`config.mk`:
```
export PLATFORM = sky130hd
export DESIGN_NAME = enigma_stream_decipher_flat
export DESIGN_NICKNAME = d
export VERILOG_FILES = /design/src/rtl/enigma_stream_if.sv /design/src/rtl/enigma_stream_decipher.sv /design/src/flat_wrapper.sv
export SDC_FILE = /design/constraint.sdc
export NUM_CORES = 1
export LEC_CHECK = 0
export CAP_MARGIN = 10
export CORE_UTILIZATION = 50
export DETAILED_ROUTE_END_ITERATION = 7
export PLACE_DENSITY = 0.68
export SYNTH_ARGS = -nofsm -noshare
export SYNTH_HDL_FRONTEND = slang
export SYNTH_SLANG_ARGS = --single-unit
```
`constraint.sdc`:
```
create_clock -name clk -period 36.9 [get_ports clk]
set_input_delay 11.07 -clock clk [delete_from_list [all_inputs] [get_ports clk]]
set_output_delay 11.07 -clock clk [all_outputs]
set_load 0.05 [all_outputs]
```
`src/rtl/enigma_stream_if.sv`:
```
// Handshake, key and status bundle for enigma_stream_decipher.
// With ENIGMA_PLUGBOARD_EN defined, the plugboard write port is carried here as well.
interface enigma_stream_if;
    logic       key_load;
    logic [4:0] key_left;
    logic [4:0] key_mid;
    logic [4:0] key_right;
    // Both streams transfer a character on a clock edge where valid && ready;
    // valid never waits on ready, and a raised valid holds its data until the transfer.
    logic       in_valid;
    logic       in_ready;
    logic [4:0] in_char;
    logic       out_valid;
    logic       out_ready;
    logic [4:0] out_char;
    logic [4:0] pos_left;
    logic [4:0] pos_mid;
    logic [4:0] pos_right;
    logic       err_char;
    logic [1:0] dbg_state;
    logic       dbg_left_notch;
`ifdef ENIGMA_PLUGBOARD_EN
    logic       pb_wr;
    logic [4:0] pb_addr;
    logic [4:0] pb_data;
`endif

    modport master (
`ifdef ENIGMA_PLUGBOARD_EN
        output pb_wr, pb_addr, pb_data,
`endif
        output key_load, key_left, key_mid, key_right, in_valid, in_char, out_ready,
        input  in_ready, out_valid, out_char, pos_left, pos_mid, pos_right, err_char,
        input  dbg_state, dbg_left_notch
    );

    modport slave (
`ifdef ENIGMA_PLUGBOARD_EN
        input  pb_wr, pb_addr, pb_data,
`endif
        input  key_load, key_left, key_mid, key_right, in_valid, in_char, out_ready,
        output in_ready, out_valid, out_char, pos_left, pos_mid, pos_right, err_char,
        output dbg_state, dbg_left_notch
    );
endinterface

```
`src/rtl/enigma_stream_decipher.sv`:
```
// Enigma I (rotors I-II-III, reflector B, rings AAA) stream cipher with double-step stepping.
// Optional plugboard enabled by defining ENIGMA_PLUGBOARD_EN.
module enigma_stream_decipher #(
    parameter int unsigned NOTCH_R = 21,
    parameter int unsigned NOTCH_M = 4,
    parameter int unsigned NOTCH_L = 16
) (
    input logic            clk,
    input logic            rst_n,
    enigma_stream_if.slave bus
);
    typedef enum logic [1:0] {IDLE = 2'd0, STEP = 2'd1, MAP = 2'd2, HOLD = 2'd3} state_e;

    localparam logic [4:0]   NR       = 5'(NOTCH_R);
    localparam logic [4:0]   NM       = 5'(NOTCH_M);
    localparam logic [4:0]   NL       = 5'(NOTCH_L);
    localparam logic [4:0]   SPACE    = 5'd31;
    localparam logic [207:0] ROT_I    = "EKMFLGDQVZNTOWYHXUSPAIBRCJ";
    localparam logic [207:0] ROT_II   = "AJDKSIRUXBLHWTMCQGZNPYFVOE";
    localparam logic [207:0] ROT_III  = "BDFHJLCPRTXVZNYEIWGAKMUSQO";
    localparam logic [207:0] REFL_B   = "YRUHQSLDPXNGOKMIEBFZCWVJAT";

    state_e     state_q, state_d;
    logic [4:0] pos_l_q, pos_l_d;
    logic [4:0] pos_m_q, pos_m_d;
    logic [4:0] pos_r_q, pos_r_d;
    logic [4:0] char_q, char_d;
    logic [4:0] out_char_q, out_char_d;
    logic       err_q, err_d;
    logic [4:0] pb_entry, path_out, pb_exit;

    function automatic logic [4:0] wire_at(input logic [207:0] w, input logic [4:0] i);
        logic [7:0] c;
        c = w[8*(25-int'(i)) +: 8];
        return 5'(c - 8'd65);
    endfunction

    function automatic logic [4:0] inv_at(input logic [207:0] w, input logic [4:0] y);
        logic [4:0] r;
        r = 5'd0;
        for (int k = 0; k < 26; k++) begin
            if (wire_at(w, 5'(k)) == y) r = 5'(k);
        end
        return r;
    endfunction

    function automatic logic [4:0] add26(input logic [4:0] a, input logic [4:0] b);
        logic [5:0] s;
        s = {1'b0, a} + {1'b0, b};
        if (s >= 6'd26) s = s - 6'd26;
        return s[4:0];
    endfunction

    // A negative 6-bit difference has bit 5 set; one add of 26 brings it back into range.
    function automatic logic [4:0] sub26(input logic [4:0] a, input logic [4:0] b);
        logic [5:0] s;
        s = {1'b0, a} - {1'b0, b};
        if (s[5]) s = s + 6'd26;
        return s[4:0];
    endfunction

    function automatic logic [4:0] fwd(input logic [207:0] w, input logic [4:0] x, input logic [4:0] p);
        return sub26(wire_at(w, add26(x, p)), p);
    endfunction

    function automatic logic [4:0] bwd(input logic [207:0] w, input logic [4:0] x, input logic [4:0] p);
        return sub26(inv_at(w, add26(x, p)), p);
    endfunction

    function automatic logic [4:0] inc26(input logic [4:0] v);
        return (v == 5'd25) ? 5'd0 : v + 5'd1;
    endfunction

    function automatic logic [4:0] key26(input logic [4:0] k);
        return (k > 5'd25) ? k - 5'd26 : k;
    endfunction

    always_comb begin
        logic [4:0] t;
        t = fwd(ROT_III, pb_entry, pos_r_q);
        t = fwd(ROT_II,  t,        pos_m_q);
        t = fwd(ROT_I,   t,        pos_l_q);
        t = wire_at(REFL_B, t);
        t = bwd(ROT_I,   t,        pos_l_q);
        t = bwd(ROT_II,  t,        pos_m_q);
        t = bwd(ROT_III, t,        pos_r_q);
        path_out = t;
    end

`ifdef ENIGMA_PLUGBOARD_EN
    logic [4:0] pb_q [26];
    logic [4:0] pb_d [26];

    always_comb begin
        pb_d = pb_q;
        if (bus.pb_wr && state_q == IDLE && bus.pb_addr <= 5'd25 && bus.pb_data <= 5'd25) begin
            pb_d[bus.pb_addr] = bus.pb_data;
            pb_d[bus.pb_data] = bus.pb_addr;
        end
    end

    always_ff @(posedge clk or negedge rst_n) begin
        if (!rst_n) begin
            for (int i = 0; i < 26; i++) pb_q[i] <= 5'(i);
        end else begin
            pb_q <= pb_d;
        end
    end

    assign pb_entry = pb_q[char_q];
    assign pb_exit  = pb_q[path_out];
`else
    assign pb_entry = char_q;
    assign pb_exit  = path_out;
`endif

    always_comb begin
        state_d    = state_q;
        pos_l_d    = pos_l_q;
        pos_m_d    = pos_m_q;
        pos_r_d    = pos_r_q;
        char_d     = char_q;
        out_char_d = out_char_q;
        err_d      = 1'b0;
        // A key load wins over everything and drops whatever character is in flight.
        if (bus.key_load) begin
            pos_l_d = key26(bus.key_left);
            pos_m_d = key26(bus.key_mid);
            pos_r_d = key26(bus.key_right);
            state_d = IDLE;
        end else begin
            case (state_q)
                IDLE: begin
                    if (bus.in_valid) begin
                        if (bus.in_char <= 5'd25) begin
                            char_d  = bus.in_char;
                            state_d = STEP;
                        end else if (bus.in_char == SPACE) begin
                            out_char_d = SPACE;
                            state_d    = HOLD;
                        end else begin
                            err_d = 1'b1;
                        end
                    end
                end
                STEP: begin
                    pos_r_d = inc26(pos_r_q);
                    if (pos_r_q == NR || pos_m_q == NM) pos_m_d = inc26(pos_m_q);
                    if (pos_m_q == NM) pos_l_d = inc26(pos_l_q);
                    state_d = MAP;
                end
                MAP: begin
                    out_char_d = pb_exit;
                    state_d    = HOLD;
                end
                HOLD: begin
                    if (bus.out_ready) state_d = IDLE;
                end
                default: state_d = IDLE;
            endcase
        end
    end

    always_ff @(posedge clk or negedge rst_n) begin
        if (!rst_n) begin
            state_q    <= IDLE;
            pos_l_q    <= 5'd0;
            pos_m_q    <= 5'd0;
            pos_r_q    <= 5'd0;
            char_q     <= 5'd0;
            out_char_q <= 5'd0;
            err_q      <= 1'b0;
        end else begin
            state_q    <= state_d;
            pos_l_q    <= pos_l_d;
            pos_m_q    <= pos_m_d;
            pos_r_q    <= pos_r_d;
            char_q     <= char_d;
            out_char_q <= out_char_d;
            err_q      <= err_d;
        end
    end

    assign bus.in_ready       = (state_q == IDLE);
    assign bus.out_valid      = (state_q == HOLD);
    assign bus.out_char       = out_char_q;
    assign bus.pos_left       = pos_l_q;
    assign bus.pos_mid        = pos_m_q;
    assign bus.pos_right      = pos_r_q;
    assign bus.err_char       = err_q;
    assign bus.dbg_state      = state_q;
    assign bus.dbg_left_notch = (pos_l_q == NL);
endmodule

```
`src/flat_wrapper.sv`:
```
// flat-port wrapper written by rule: the top's interface ports become plain ports
module enigma_stream_decipher_flat 
#(
    parameter int unsigned NOTCH_R = 21,
    parameter int unsigned NOTCH_M = 4,
    parameter int unsigned NOTCH_L = 16
)
  (clk, rst_n, bus_key_load, bus_key_left, bus_key_mid, bus_key_right, bus_in_valid, bus_in_char, bus_out_ready, bus_in_ready, bus_out_valid, bus_out_char, bus_pos_left, bus_pos_mid, bus_pos_right, bus_err_char, bus_dbg_state, bus_dbg_left_notch);
  enigma_stream_if bus_i ();
  input logic clk;
  input logic rst_n;
  input wire logic [$bits(bus_i.key_load)-1:0] bus_key_load;
  input wire logic [$bits(bus_i.key_left)-1:0] bus_key_left;
  input wire logic [$bits(bus_i.key_mid)-1:0] bus_key_mid;
  input wire logic [$bits(bus_i.key_right)-1:0] bus_key_right;
  input wire logic [$bits(bus_i.in_valid)-1:0] bus_in_valid;
  input wire logic [$bits(bus_i.in_char)-1:0] bus_in_char;
  input wire logic [$bits(bus_i.out_ready)-1:0] bus_out_ready;
  output wire logic [$bits(bus_i.in_ready)-1:0] bus_in_ready;
  output wire logic [$bits(bus_i.out_valid)-1:0] bus_out_valid;
  output wire logic [$bits(bus_i.out_char)-1:0] bus_out_char;
  output wire logic [$bits(bus_i.pos_left)-1:0] bus_pos_left;
  output wire logic [$bits(bus_i.pos_mid)-1:0] bus_pos_mid;
  output wire logic [$bits(bus_i.pos_right)-1:0] bus_pos_right;
  output wire logic [$bits(bus_i.err_char)-1:0] bus_err_char;
  output wire logic [$bits(bus_i.dbg_state)-1:0] bus_dbg_state;
  output wire logic [$bits(bus_i.dbg_left_notch)-1:0] bus_dbg_left_notch;
  assign bus_i.key_load = bus_key_load;
  assign bus_i.key_left = bus_key_left;
  assign bus_i.key_mid = bus_key_mid;
  assign bus_i.key_right = bus_key_right;
  assign bus_i.in_valid = bus_in_valid;
  assign bus_i.in_char = bus_in_char;
  assign bus_i.out_ready = bus_out_ready;
  assign bus_in_ready = bus_i.in_ready;
  assign bus_out_valid = bus_i.out_valid;
  assign bus_out_char = bus_i.out_char;
  assign bus_pos_left = bus_i.pos_left;
  assign bus_pos_mid = bus_i.pos_mid;
  assign bus_pos_right = bus_i.pos_right;
  assign bus_err_char = bus_i.err_char;
  assign bus_dbg_state = bus_i.dbg_state;
  assign bus_dbg_left_notch = bus_i.dbg_left_notch;
  enigma_stream_decipher #(.NOTCH_R(NOTCH_R), .NOTCH_M(NOTCH_M), .NOTCH_L(NOTCH_L)) u_core (.clk(clk), .rst_n(rst_n), .bus(bus_i));
endmodule
```
# Word-level counts from Yosys, hierarchy flattened
# Cells that the tools add are included.
dict set report classes {
  muxes 116
  shifts 4
  n_reduce_logical 13
  n_bitwise 1
  n_lt_le_gt_ge 10
  n_eq_ne 89
  addsub 38
}
# cell count
set ops {}
lappend ops {{$shiftx 208x32->5 const A} 4}
lappend ops {{$mux 5} 59}
lappend ops {{$eq 5x5->1 const A} 30}
lappend ops {{$eq 4x5->1 const A} 24}
lappend ops {{$mux 4} 24}
lappend ops {{$eq 3x5->1 const A} 11}
lappend ops {{$sub 5x5->5 const B} 9}
lappend ops {{$add 5x5->6} 6}
lappend ops {{$ge 6x5->1 const B} 6}
lappend ops {{$mux 3} 12}
lappend ops {{$sub 5x5->6} 6}
lappend ops {{$add 5x5->5 const B} 6}
lappend ops {{$eq 2x5->1 const A} 6}
lappend ops {{$eq 5x5->1 const B} 6}
lappend ops {{$sub 5x5->6 const A} 4}
lappend ops {{$mux 2} 11}
lappend ops {{$sub 5x1->5 const B} 4}
lappend ops {{$add 5x1->5 const B} 3}
lappend ops {{$gt 5x5->1 const B} 3}
lappend ops {{$eq 1x5->1 const A} 2}
lappend ops {{$logic_not 5->1} 2}
lappend ops {{$pmux 5 s2} 1}
lappend ops {{$mux 1} 8}
lappend ops {{$pmux 2 s4} 1}
lappend ops {{16 further kinds} 23}
dict set report totals {
  out_inout_bits 26
  word_cells 278
  reg_bits 28
  input_bits 25
}

# Longest topological paths before layout
# Gate-level depths: netlist (run 1).
dict set report logic_depth {
  ltp_word 127
  ltp_mapped 142
  depth_no_buf 135
}

# Least setup slack after synthesis (run 1)
# OpenSTA, ideal clock, no wires.
dict set report synth_timing {
  path_type {register to register}
  from {reg u_core.pos_r_q[0] (netlist: u_core.bus.pos_right[0])}
  to {reg u_core.out_char_q[4] (netlist: u_core.bus.out_char[4])}
  path_stages_with_launch 130
  slack_ps 9858
  setup_time_ps 150
  period_less_slack_ps 27042
  path_buffers 6
  required_ps 36750
  arrival_ps 26892
  cell_sequence {dfrtp_1 -> ha_1 -> fa_1 -> a211oi_1 -> nor2_1 -> or2_1 -> o311ai_0 -> a21bo_2 -> buf_2 -> ha_1 -> xor2_1 -> or4_1 -> a21oi_1 -> inv_1 -> ha_1 -> inv_1 -> ha_1 -> nor2b_1 -> [94 not listed] -> a21o_1 -> a21oi_1 -> xnor2_1 -> nand3_1 -> nand2_1 -> nor2b_1 -> xor2_1 -> o21ai_0 -> o211ai_1 -> o21ai_0 -> ha_1 -> nand2_1 -> o21ai_0 -> a21o_1 -> a21o_1 -> a211oi_1 -> xnor2_1 -> a31oi_1}
}
dict set report synth_via {
  elab_chain_cells 127
  elab_cells_between_ends 205
  classes_between {add/sub (32); order compare (6); eq/ne (73); shift (4); mux (88); reduce/logical (2)}
}
# item line
set synth_lines {}
lappend synth_lines {{from (decl)} enigma_stream_decipher.sv:26} ;# logic [4:0] pos_r_q, pos_r_d;
lappend synth_lines {{from (signal assigned)} enigma_stream_decipher.sv:177} ;# pos_r_q <= pos_r_d;
lappend synth_lines {{$add 5x5->6} enigma_stream_decipher.sv:49} ;# s = {1'b0, a} + {1'b0, b};
lappend synth_lines {{$sub 5x5->5 / $ge 6x5->1 (equally long branches)} enigma_stream_decipher.sv:50} ;# if (s >= 6'd26) s = s - 6'd26;
lappend synth_lines {{$mux 5} enigma_stream_decipher.sv:50}
lappend synth_lines {{$sub 5x5->6} enigma_stream_decipher.sv:34} ;# c = w[8*(25-int'(i)) +: 8];
lappend synth_lines {{$shiftx 208x32->5} enigma_stream_decipher.sv:34}
lappend synth_lines {{$sub 5x1->5} enigma_stream_decipher.sv:35} ;# return 5'(c - 8'd65);
lappend synth_lines {{$sub 5x5->6} enigma_stream_decipher.sv:57} ;# s = {1'b0, a} - {1'b0, b};
lappend synth_lines {{$add 5x5->5} enigma_stream_decipher.sv:58} ;# if (s[5]) s = s + 6'd26;
lappend synth_lines {{[91 not listed]} n/a}
lappend synth_lines {{$mux 2 (2 in series)} enigma_stream_decipher.sv:42} ;# if (wire_at(w, 5'(k)) == y) r = 5'(k);
lappend synth_lines {{$mux 3 (4 in series)} enigma_stream_decipher.sv:42}
lappend synth_lines {{$mux 4 (8 in series)} enigma_stream_decipher.sv:42}
lappend synth_lines {{$mux 5 (10 in series)} enigma_stream_decipher.sv:42}
lappend synth_lines {{$sub 5x5->6 *} enigma_stream_decipher.sv:57}
lappend synth_lines {{$add 5x5->5} enigma_stream_decipher.sv:58}
lappend synth_lines {{$mux 5 *} enigma_stream_decipher.sv:58}
lappend synth_lines {{$pmux 5 s2 *} enigma_stream_decipher.sv:132} ;# case (state_q)
lappend synth_lines {{to (signal assigned)} enigma_stream_decipher.sv:179} ;# out_char_q <= out_char_d;
lappend synth_lines {{to (decl)} enigma_stream_decipher.sv:28} ;# logic [4:0] out_char_q, out_char_d;
# Every way passes the cells marked *; elsewhere a longest branch is shown, timed or not.
# A chain may end at the register's enable or synchronous reset.

# Worst setup path after layout (run 1)
dict set report layout_timing {
  from {reg u_core.pos_r_q[0] (netlist: u_core.bus.pos_right[0])}
  to {reg u_core.out_char_q[3] (netlist: u_core.bus.out_char[3])}
}
# Same word-level chain as after synthesis.

==> impl_metrics.tcl, run 1 <==
set metrics [dict create \
    crit_path_start_kind "flop" \
    drive_above_1_share_pct 6.18 \
    global_route.usage.total_pct 23.2 \
    synthArstFlopShare_pct 100 \
    routed-via-count 7723 \
    post-route-drc-count 0 \
    synthesis.area_per_instance_um2 7.42 \
    result_of_the_run "finished, final reports clean" \
    core_um2 15300 \
    number_of_distinct_library_cells_after_synthesis 93 \
    postSynthNetCount 1197 \
    cts_resized 0 \
    timing.final.hold_violations 0 \
    grt_antenna_before_repair 0 \
    met3_length_um 806 \
    clk_latency_ps 270 \
    final.setup_skew_ps 4.13 \
    yosys_warnings 0 \
    postCtsHoldBufs 0 \
    max_cap_viol_count 0 \
    post-dp-hpwl_um 14800 \
    yosys.area_share.adder_pct 18.8 \
    cts_made_buffers 3 \
    detail_route.wirelength.met1_um 9660 \
    dieHeight_um 127 \
    synth_sequential_area_ratio_pct 8.91 \
    final.hold.worst_slack_ps 518 \
    hold_path_class "flop to flop" \
    drt_pre_antenna_iters 5 \
    floorplan.rows 45 \
    maxSlewHeadroom_pct 29.5 \
    die_area_um2 16200 \
    topRoutingLayerUsed "met4" \
    largest_net_degree_at_the_start_of_global_routing 35 \
    post-route-period-util_pct 84.4 \
    initialDrtViolationCount 599 \
    ys_dominant_reg_cell "dfrtp_1" \
    grt_first_pass_wirelength_um 31800 \
    area_fraction_in_and_or_nand_and_nor_cells_after_synthesis_pct 20.7 \
    synth_compound_gate_area_share_pct 31.4 \
    worst_path_max_delay_cell "mux2i_1" \
    wl_um 18900 \
    critical_path.n_buffers_inverters 14 \
    tritoncts_clock_tree "done" \
    timing.setup.critical_path_class "flop to flop" \
    synth_top_family_by_area "compound AO/OA/AOI/OAI gates" \
    critical-path-top-delay-family "compound AO/OA/AOI/OAI gates" \
    max-clock-path-buffers 2 \
    critPathMaxFanout 18 \
    htreeDepth 1 \
    clock.fmax_mhz 32.1 \
    post_layout_net_count 1221 \
    grt-ovfl-total 0 \
    layout-area-overhead-vs-synth_pct 9.37 \
    antenna-diode-count 0 \
    portBuffers 50 \
    cts.sink_count 28 \
    critical_path.endpoint_type "flop" \
    synth-edff-count 0 \
    grt_pass1_vias 6721 \
    final_antenna_net_count 0 \
    min_tclk_post_route_ps 31140 \
    ios 51 \
    start_util_pct 51.6 \
    cells_after_synthesis 1061 \
    timing.setup.tns_ps 0 \
    setup_viol 0 \
    synth.cell_area_um2 7870 \
    rsz0062_at_grt "false" \
    clock-root-buffer "clkbuf_16" \
    fp.dieW_um 127 \
    critPathMaxStageDelay_ps 820 \
    worst_slew_pin_slew_ps 1030 \
    postSynthRegisterBits 28 \
    cp_data_arrival_time_ps 31260 \
    routed_wire_per_std_cell_um 14.6 \
    postCtsSetupBuffers 0 \
    report.final.slew_viol_count 0 \
    gp_routability_congestion 0.872 \
    required_ps 37010 \
    synth.area.mux_share_pct 3.56 \
    dr_wl_met2_um 8350 \
    post_synth_xor_area_fraction_pct 11.2 \
    vias_per_std_cell 5.96 \
    cts.reportedPaths.clkPinSlew_ps 70 \
    path_common_cell "a21o_1" \
]
==> worst reg2reg max path, delay by kind of cell (launching register included) <==
kind / cells / cell delay, ps
xor+xnor: 18 / 6140
simple gates: 21 / 3840
fa+ha+maj: 21 / 7120
flops: 1 / 550
compound gates: 50 / 11200
buf+inv: 14 / 1320
mux: 1 / 820
==> per-stage QoR <==
stage | utilization, % | worst slack (ps) | cell area [µm²] | std cells
after floorplan | - | 9860 | 7870 | 1061
after global placement | 55.8 | 6390 | 8520 | 1291
final | 56.4 | 5760 | 8600 | 1295
after detailed placement | 55.8 | 5940 | 8520 | 1291
after CTS | 56.4 | 5820 | 8600 | 1295
after global routing | 56.4 | 2960 | 8600 | 1295
==> cell usage after synthesis (7+ instances only) <==
library cell	n	area, µm²
nor2_1	102	383
o211ai_1	19	143
mux2i_1	10	100
xnor2_1	43	377
clkbuf_1	25	93.8
a211oi_1	22	165
nor2b_1	14	87.6
and3_1	8	50.1
nand4_1	11	68.8
nor4_1	8	50.1
o21ai_1	8	40.0
and2_1	7	43.8
o21ai_0	69	345
nand2_1	81	304
dfrtp_1	28	701
a21o_1	31	233
ha_1	99	1240
xor2_1	40	350
fa_1	12	240
a31oi_1	19	119
inv_1	74	278
o21a_1	11	82.6
o22ai_1	10	62.6
or3_1	8	50.1
nor3_1	34	170
o31ai_1	7	52.6
mux2_2	16	180
a21oi_1	71	355
nand3_1	21	105
==> area by class of cell <==
type	instances	area [µm²]
repair buffers	53	523
multi-input cells	922	6740
inverters	77	289
fillers	1452	6650
clock buffers	4	88.8
well taps	211	264
flip-flops and latches	28	701
==> path summary, 6_finish.rpt <==
check / startpoint / to / slack [ps] / depth (start not counted)
min: u_core.char_q[3] / u_core.char_q[3] / 520 / 1
max: u_core.bus.pos_right[0] / u_core.bus.out_char[3] / 5760 / 125
max reg2reg: u_core.bus.pos_right[0] / u_core.bus.out_char[3] / 5760 / 125
min reg2reg: u_core.char_q[3] / u_core.char_q[3] / 520 / 1
min in group asynchronous: rst_n / u_core.bus.dbg_state[1] / 11190 / 2
max in group asynchronous: rst_n / u_core.bus.out_char[0] / 25410 / 2
==> sequential cells by signal, summed over array words and instances, names as in the netlist <==
name / flops
u_core.bus.out_char: 5
u_core.bus.pos_left: 5
u_core.bus.pos_mid: 5
u_core.bus.pos_right: 5
u_core.char_q: 5
u_core.bus.dbg_state: 2
u_core.bus.err_char: 1
==> metal layers <==
layer  vias up  global-route usage, %
met1      3562                   34.4
met5         -                      0
met2       171                   37.5
met4         0                   3.01
met3        11                   1.76
li1       3979                      -
==> layout by cell type (no fill, tap or decap), drive strengths merged, types with 21 or more instances in the layout <==
cell type and n:
xnor2 48, dfrtp 28, a21oi 74, ha 99
a21o 31, inv 76, nor3 34, a211oi 26
a31oi 21, clkdlybuf4s50 50, o21ai 81, xor2 43
nand2 82, nand3 21, nor2 105
==> kinds of logic (layout without fill, tap and decap cells) <==
family | Yosys count | in the layout
AO/OA/AOI/OAI | 357 | 357
XOR/XNOR | 91 | 91
adder cells (fa/ha/maj) | 111 | 111
buffers and inverters | 111 | 134
flip-flops | 28 | 28
multiplexers | 26 | 26
AND/OR/NAND/NOR | 337 | 337
Power of run 1 is not shown: default switching activity piles up to over one toggle a cycle in this logic, so the estimate is an artifact.
==> run 2, diff against run 1 <==
--- a/config.mk
+++ b/config.mk
@@ -8,7 +8,7 @@
 export CAP_MARGIN = 10
 export CORE_UTILIZATION = 50
 export DETAILED_ROUTE_END_ITERATION = 7
-export PLACE_DENSITY = 0.68
+export PLACE_DENSITY = 0.71
 export SYNTH_ARGS = -nofsm -noshare
 export SYNTH_HDL_FRONTEND = slang
 export SYNTH_SLANG_ARGS = --single-unit
==> constraint.sdc (replaced) <==
create_clock -name clk -period 28.6 [get_ports clk]
set_input_delay 8.58 -clock clk [delete_from_list [all_inputs] [get_ports clk]]
set_output_delay 8.58 -clock clk [all_outputs]
set_load 0.05 [all_outputs]
==> impl_metrics.tcl, run 2 (synthesis results as in run 1) <==
set metrics [dict create \
    post-route-period-util_pct 94.3 \
    cts.sink_count 28 \
    routed_wire_per_std_cell_um 14.8 \
    largest_net_degree_at_the_start_of_global_routing 35 \
    global_route.usage.total_pct 23.5 \
    worstRegToRegCells 125 \
    cts_made_buffers 3 \
    grt_antenna_before_repair 0 \
    layout-area-overhead-vs-synth_pct 15.5 \
    post-route-drc-count 0 \
    drt_pre_antenna_iters 5 \
    hold_path_class "flop to flop" \
    clock-root-buffer "clkbuf_16" \
    worstSetupPathDepth 125 \
    layout_commonest_cell "nor2_1" \
    cts.reportedPaths.clkPinSlew_ps 70 \
    grt_first_pass_wirelength_um 32300 \
    placed_cells_incl_taps 1307 \
    grt-ovfl-total 0 \
    critical-path-top-delay-family "compound AO/OA/AOI/OAI gates" \
    routed-via-count 7922 \
    clock.fmax_mhz 37.1 \
    result_of_the_run "finished, final reports clean" \
    drive_above_1_share_pct 11.7 \
    critPathMaxStageDelay_ps 530 \
    gp_routability_congestion 0.903 \
    final_cell_mix "nor2_1, ha_1, nand2_1" \
    whs_path_depth 1 \
    portBuffers 50 \
    post_layout_net_count 1247 \
    area_of_the_multi_input_gates_um2 7030 \
    fill_cells 1360 \
    max_cap_viol_count 0 \
    clk_latency_ps 270 \
    start_util_pct 51.6 \
    post-dp-hpwl_um 15000 \
    required_ps 28720 \
    initialDrtViolationCount 672 \
    core_um2 15300 \
    htreeDepth 1 \
    critical_path.n_buffers_inverters 13 \
    dieHeight_um 127 \
    crit_path_start_kind "flop" \
    critPathMaxFanout 11 \
    setup_viol 0 \
    vias_per_std_cell 6.00 \
    fp.dieW_um 127 \
    floorplan.rows 45 \
    worst_slew_pin_slew_ps 863 \
    critical_path.endpoint_type "flop" \
    antenna-diode-count 0 \
    tritoncts_clock_tree "done" \
    cp_data_arrival_time_ps 27080 \
    timing.final.hold_violations 0 \
    path_common_cell "ha_1" \
    min_tclk_post_route_ps 26960 \
    die_area_um2 16200 \
    timing.setup.tns_ps 0 \
    grt_pass1_vias 6854 \
    timing.setup.critical_path_class "flop to flop" \
    max-clock-path-buffers 2 \
    ios 51 \
    final.setup_skew_ps 3.99 \
    wl_um 19600 \
    postCtsHoldBufs 0 \
    maxSlewHeadroom_pct 42.4 \
    worst_path_max_delay_cell "or4_1" \
    area.sequential_um2 702 \
    final_cell_count_no_fill 1321 \
    report.final.slew_viol_count 0 \
    final_antenna_net_count 0 \
]
[run 2: cell types whose count changed in the layout (fill, tap and decap cells not counted), sizes merged]
cell	change
buf	+26
[run 2: per-stage QoR]
stage | utilization, % | cell area, µm² | worst slack [ps] | hold slack (ps)
6_report | 59.6 | 9090 | 1640 | 517
3_3_place_gp | 56.6 | 8640 | 906 | 500
3_5_place_dp | 56.6 | 8640 | 276 | 506
5_1_grt | 59.6 | 9090 | -76.5 | 538
4_1_cts | 57.2 | 8720 | 204 | 522
2_1_floorplan | - | 7870 | 1560 | 485
[run 2: final cells by class]
class                      count  share of cell area (%)
clock buffer                   4                   0.978
sequential                    28                    7.72
inverter                      77                    3.18
timing repair buffer          79                    7.90
multi-input combinational    922                    77.3
tap                          211                    2.91
[run 2: path summary, 6_finish.rpt]
kind / endpoint / startpoint / slack [ps]
max: u_core.bus.out_char[4] / u_core.bus.pos_right[0] / 1640
min: u_core.char_q[2] / u_core.char_q[2] / 520
max reg2reg: u_core.bus.out_char[4] / u_core.bus.pos_right[0] / 1640
min reg2reg: u_core.char_q[2] / u_core.char_q[2] / 520
max in group asynchronous: u_core.bus.pos_right[1] / rst_n / 19590
min in group asynchronous: u_core.bus.dbg_state[1] / rst_n / 8700
[run 2: routing by layer]
| metal | global-route usage [%] | part of all wire (%) |
|---|---|---|
| met4 | 3.64 | 0.82 |
| met5 | 0 | 0 |
| met2 | 37.2 | 45 |
| met3 | 1.42 | 4.6 |
| met1 | 35.5 | 50 |
[run 2: timing repair]
item | CTS | global route
endpoints found under the setup margin | 0 | 5
hold endpoints to repair | 0 | 0
buffers inserted | 0 | 10
resized for setup | 0 | 53
Power of run 2 is left out for the same reason.
